### config.mk
export PLATFORM = sky130hd
export DESIGN_NAME = opacc_seq
export DESIGN_NICKNAME = d
export VERILOG_FILES = /design/src/rtl/opacc_pkg.sv /design/src/rtl/opacc_seq.sv
export SDC_FILE = /design/constraint.sdc
export NUM_CORES = 1
export LEC_CHECK = 0
export CORE_AREA = 3 3 108 110
export CTS_CLUSTER_DIAMETER = 40
export DETAILED_ROUTE_END_ITERATION = 10
export DIE_AREA = 0 0 111 113
export HOLD_SLACK_MARGIN = 0.15
export PLACE_DENSITY = 0.67
export SYNTH_ARGS = -nofsm -noshare
export SYNTH_HDL_FRONTEND = slang
export SYNTH_SLANG_ARGS = --single-unit
export TNS_END_PERCENT = 5
### constraint.sdc
create_clock -name clk -period 2.76 [get_ports clk]
set_clock_uncertainty 0.1 [all_clocks]
set_input_delay 0.552 -clock clk [delete_from_list [all_inputs] [get_ports clk]]
set_output_delay 0.552 -clock clk [all_outputs]
set_load 0.02 [all_outputs]
### src/rtl/opacc_pkg.sv
// Shared types and sizing helpers for the opacc command sequencer.
package opacc_pkg;

  typedef enum logic [1:0] {
    OP_LOAD  = 2'd0,
    OP_MAC   = 2'd1,
    OP_STORE = 2'd2,
    OP_ZERO  = 2'd3
  } op_e;

  typedef enum logic [2:0] {
    ST_IDLE,
    ST_LOAD,
    ST_MAC,
    ST_STORE,
    ST_ZERO
  } state_e;

  // Beat counter width able to hold max_k.
  function automatic int kw_of(input int max_k);
    return $clog2(max_k + 1);
  endfunction

  // Columns per vector.
  function automatic int vl_of(input int vlen, input int xlen);
    return vlen / xlen;
  endfunction

  // Rows per matrix.
  function automatic int ml_of(input int mlen, input int xlen);
    return mlen / xlen;
  endfunction

  // mreg select width, never narrower than one bit.
  function automatic int mw_of(input int n);
    return (n > 1) ? $clog2(n) : 1;
  endfunction

endpackage

### src/rtl/opacc_seq.sv
// Command sequencer for the outer-product accumulator: accepts one
// LOAD/MAC/STORE/ZERO command at a time and paces vector beats through
// valid/ready handshakes while driving the opacc control and data pins.
module opacc_seq
  import opacc_pkg::*;
#(
  parameter int NUM_MREGS = 2,
  parameter int XLEN      = 8,
  parameter int VLEN      = 32,
  parameter int MLEN      = 32,
  parameter int MAX_K     = 255,
  localparam int KW = kw_of(MAX_K),
  localparam int VL = vl_of(VLEN, XLEN),
  localparam int ML = ml_of(MLEN, XLEN),
  localparam int MW = mw_of(NUM_MREGS)
) (
  input  logic               clk,
  input  logic               reset,
  input  logic               cmd_valid,
  output logic               cmd_ready,
  input  logic [1:0]         cmd_op,
  input  logic [MW-1:0]      cmd_mreg,
  input  logic [KW-1:0]      cmd_len,
  input  logic               in_valid,
  output logic               in_ready,
  input  logic [ML*XLEN-1:0] in_a,
  input  logic [VL*XLEN-1:0] in_b,
  input  logic [VL*XLEN-1:0] in_c,
  output logic               out_valid,
  input  logic               out_ready,
  output logic [VL*XLEN-1:0] out_data,
  output logic               busy,
  output logic               done,
  output logic               opc_c_valid,
  output logic               opc_ab_valid,
  output logic [MW-1:0]      opc_ci_addr,
  output logic [MW-1:0]      opc_ab_addr,
  output logic [ML*XLEN-1:0] opc_ai,
  output logic [VL*XLEN-1:0] opc_bi,
  output logic [VL*XLEN-1:0] opc_ci,
  input  logic [VL*XLEN-1:0] opc_co
);

  localparam logic [KW-1:0] ML_LAST = KW'(ML - 1);

  state_e        state, state_next;
  logic [KW-1:0] cnt, cnt_next, len_q, last_idx;
  logic [MW-1:0] mreg_q;
  logic          done_q, done_next;
  logic          accept, beat;

  // State, beat counter, latched command fields and the done pulse.
  always_ff @(posedge clk) begin
    if (!reset) begin
      state  <= ST_IDLE;
      cnt    <= '0;
      mreg_q <= '0;
      len_q  <= '0;
      done_q <= 1'b0;
    end else begin
      state  <= state_next;
      cnt    <= cnt_next;
      done_q <= done_next;
      if (accept) begin
        mreg_q <= cmd_mreg;
        len_q  <= cmd_len;
      end
    end
  end

  // Next-state logic and all handshake / opacc outputs; everything is
  // forced low while reset is held so nothing reaches opacc mid-reset.
  always_comb begin
    state_next   = state;
    cnt_next     = cnt;
    done_next    = 1'b0;
    accept       = 1'b0;
    beat         = 1'b0;
    cmd_ready    = 1'b0;
    in_ready     = 1'b0;
    out_valid    = 1'b0;
    out_data     = '0;
    opc_c_valid  = 1'b0;
    opc_ab_valid = 1'b0;
    opc_ci_addr  = '0;
    opc_ab_addr  = '0;
    opc_ai       = '0;
    opc_bi       = '0;
    opc_ci       = '0;
    last_idx     = (state == ST_MAC) ? (len_q - KW'(1)) : ML_LAST;
    if (reset) begin
      unique case (state)
        ST_IDLE: begin
          cmd_ready = 1'b1;
          accept    = cmd_valid;
          if (cmd_valid) begin
            cnt_next = '0;
            case (op_e'(cmd_op))
              OP_LOAD:  state_next = ST_LOAD;
              OP_MAC: begin
                // A zero-length MAC finishes immediately without touching opacc.
                if (cmd_len == '0) done_next = 1'b1;
                else               state_next = ST_MAC;
              end
              OP_STORE: state_next = ST_STORE;
              default:  state_next = ST_ZERO;
            endcase
          end
        end
        ST_LOAD: begin
          in_ready = 1'b1;
          beat     = in_valid;
          if (in_valid) begin
            opc_c_valid = 1'b1;
            opc_ci      = in_c;
            opc_ci_addr = mreg_q;
          end
        end
        ST_MAC: begin
          in_ready = 1'b1;
          beat     = in_valid;
          if (in_valid) begin
            opc_ab_valid = 1'b1;
            opc_ab_addr  = mreg_q;
            opc_ai       = in_a;
            opc_bi       = in_b;
          end
        end
        ST_STORE: begin
          // The select is held for the whole state so opc_co shows the
          // target mreg's bottom row even while the consumer stalls.
          out_valid   = 1'b1;
          out_data    = opc_co;
          opc_ci_addr = mreg_q;
          beat        = out_ready;
          opc_c_valid = out_ready;
        end
        ST_ZERO: begin
          beat        = 1'b1;
          opc_c_valid = 1'b1;
          opc_ci_addr = mreg_q;
        end
        default: state_next = ST_IDLE;
      endcase
      if (beat) begin
        if (cnt == last_idx) begin
          state_next = ST_IDLE;
          cnt_next   = '0;
          done_next  = 1'b1;
        end else begin
          cnt_next = cnt + KW'(1);
        end
      end
    end
  end

  assign busy = reset && (state != ST_IDLE);
  assign done = reset && done_q;

endmodule
==> flow_summary_export.csv <==
group,metric,value,unit
yosys,synth.most_common_cell,"and2_1",
clock_tree,holdBufCountCts,0,
clock_tree,clockBufferDepth,2,
yosys,yosysTopAreaCellShare,36.05,%
floorplan,core,10790,sq um
sta,setup_viol,0,
cells_and_area,antennaDiodeCount,0,
clock_tree,cts_setup_buffers,0,
outcome,status,"completed",
yosys,synth_cells,326,
sta,final_max_slew_viol_count,0,
sta,hold_slack,387.6,ps
placement,gp_congestion,0.8970,
setup_path,r2r_cells,7,
route,drtAntennaViolNets,0,
global_route,grt_pass1_wl,18750,um
global_route,grt_pass1_vias,3331,
floorplan,die_area,12540,sq um
sta,clock.fmax,368.0,MHz
setup_path,r2r_end,"cnt[3]$_SDFFE_PN0P_",
clock_tree,cts_made_buffers,3,
placement,port_buffers,280,
worst_hold_path,hold_class,"flop to flop",
sta,relSlewSlack,73.37,%
setup_path,crit_arrival,2070,ps
yosys,synth.distinct_cells,53,
power,max-vdd-ir-drop,163.2,uV
cells_and_area,area_delta_synth_final,115.2,%
sta,rsz0062_at_grt,"true",
setup_path,cp_max_fo,18,
run,cap_violations,0,
sta,hold_violations,0,
setup_path,cp.required,2110,ps
floorplan,die_y,113,um
global_route,antenna_found_initial,5,
yosys,ys.flop_type,"dfxtp_1",
worst_hold_path,hold_depth,2,
clock_tree,cts.sinks,21,
setup_path,reg2reg_slack,90,ps
yosys,syn_area,2291,sq um
clock_tree,cts_max_level,1,
global_route,grt_max_degree,60,
floorplan,initial_core_util,21.23,%
clock_tree,clk_pin_slew,70,ps
yosys,synth_nets,472,
setup_path,r2r-start,"len_q[0]$_SDFFE_PN0P_",
sta,period_share,98.47,%
yosys,yosysSeqAreaShare,18.35,%
floorplan,die_w,111,um
placement,hpwl,11020,um
yosys,syn_area_per_cell,7.027,sq um
floorplan,io_pins,281,
setup_path,critPathLaunchType,"input pin",
worst_hold_path,min-delay-start,"len_q[7]$_SDFFE_PN0P_",
global_route,globalRouteTotalUtil,18.60,%
route,drt_first_iter_violations,203,
clock_tree,cts-root-buf,"clkbuf_8",
yosys,ys_ff_latch,21,
sta,fin_crit,2718,ps
yosys,synth.area.top_cells,"and2_1 36%, dfxtp_1 18%, nand2_1 5.1%",
yosys,async_flop_share,0,%
cells_and_area,final_area,4930,sq um
sta,tns,0,ps
route,firstDrtPassIters,4,
sta,tightest_slew,396.4,ps
cells_and_area,drive_gt1_share,22.43,%
route,drc,0,
route,via_per_inst,4.443,
route,drt-total-wl,12780,um
setup_path,cp-end-kind,"output pin",
route,dr_total_vias,3297,
floorplan,rows,38,
worst_hold_path,hold-path-endpoint,"len_q[7]$_SDFFE_PN0P_",
placement,placed_cell_area,5318,sq um
clock_tree,clkLatencyLatePin,260,ps
power,power_density,216.9,nW/um^2
setup_path,criticalPathCategory,"input pin to output pin",
route,wl_per_cell,17.23,um
cells_and_area,nets,749,
global_route,grt-ovfl-total,0,
yosys,ys_warn_count,0,
clock_tree,cts_tree,"done",
yosys,yosys.area.top_type,"and2_1",
yosys,yosys-top-cells-count,"132 x and2_1, 31 x nand2_1, 21 x dfxtp_1",
cells_and_area,fillers,1104,
yosys,synth-edff-count,0,
power,p_leak,2.354,nW
==> flip-flops by register name, indices dropped and copies added (netlist names) <==
name / flops
done_q: 1
mreg_q: 1
cnt: 8
state: 3
len_q: 8
==> timing repair <==
item                                   in CTS  in global routing
endpoints found under the hold margin       0                  0
gates resized for setup                   128                196
setup endpoints to repair                 128                 95
gates cloned                                0                  1
==> critical path, stage by stage <==
cell and delay [ps]:
clkdlybuf4s50_1 510, buf_4 240, and2_1 160, clkdlybuf4s50_1 600
==> where the power goes <==
part | internal (mW) | total (mW) | leakage (nW) | switching [mW]
combinational | 0.310 | 0.529 | 2.16 | 0.219
clock | 0.101 | 0.205 | 0.0255 | 0.104
sequential | 0.318 | 0.335 | 0.171 | 0.0170
total | 0.729 | 1.07 | 2.35 | 0.340
==> placed cells by master, fill, tap and decap left out, types with 4 or more instances in the layout <==
master / Yosys / routed
inv_1: 5 / 5
nor2_1: 9 / 7
nor3_1: 12 / 11
dlygate4sd2_1: 0 / 30
buf_4: 0 / 17
nand2_1: 31 / 31
and2_1: 132 / 132
nand3_1: 5 / 5
clkbuf_2: 0 / 92
xor2_1: 7 / 7
a21oi_1: 5 / 5
clkdlybuf4s50_1: 0 / 144
dfxtp_1: 21 / 21
buf_12: 0 / 4
clkdlybuf4s15_1: 0 / 5
o21ai_0: 6 / 6
a21boi_0: 11 / 11
==> worst max path at each step <==
| stage | startpoint | endpoint | slack, ps | cells after the start |
|---|---|---|---|---|
| floorplan | len_q[2]$_SDFFE_PN0P_ | cnt[3]$_SDFFE_PN0P_ | 210 | 8 |
| global placement | reset | opc_bi[0] | -230 | 6 |
| detailed placement | reset | out_data[12] | -250 | 6 |
| CTS | reset | busy | 4 | 4 |
| global route | reset | opc_bi[13] | -60 | 6 |
| finish | reset | done | 40 | 4 |
==> stage by stage <==
stage | setup slack, ps | utilization [%] | power (mW) | instances
after floorplan | 211.1 | - | 0.5525 | 326
final | 42.30 | 45.68 | 1.069 | 742
after CTS | 4.328 | 48.25 | 1.070 | 741
after detailed placement | -250.0 | 49.27 | 0.8863 | 737
after global routing | -58.30 | 45.68 | 1.130 | 742
after global placement | -230.4 | 49.27 | 0.8802 | 737
==> per-layer routing <==
layer	vias to the layer above	wire length [um]	share of wire [%]	GRT usage, %
met2	187	6039	47	32.65
met3	20	1433	11	6.845
met1	1452	5019	39	21.77
li1	1628	-	-	-
met5	-	72	0.56	0
met4	10	215	1.7	4.023
==> layout make-up <==
class                      count  area (sq um)  area share, %
multi-input combinational    277          1797          36.45
timing repair buffer         295          2472          50.15
sequential                    21         420.4          8.528
tap                          140         175.2          3.553
inverter                       5         18.77         0.3807
clock buffer                   3         41.29         0.8376
clock inverter                 1         5.005         0.1015
==> cells by family after synthesis <==
family	synth area share, %
compound gates	12.78
xor+xnor	4.478
fa+ha+maj	1.092
buf+inv	5.025
flops	18.35
mux	1.365
simple gates	56.91
Note: power is estimated with default switching activity, not from simulation.
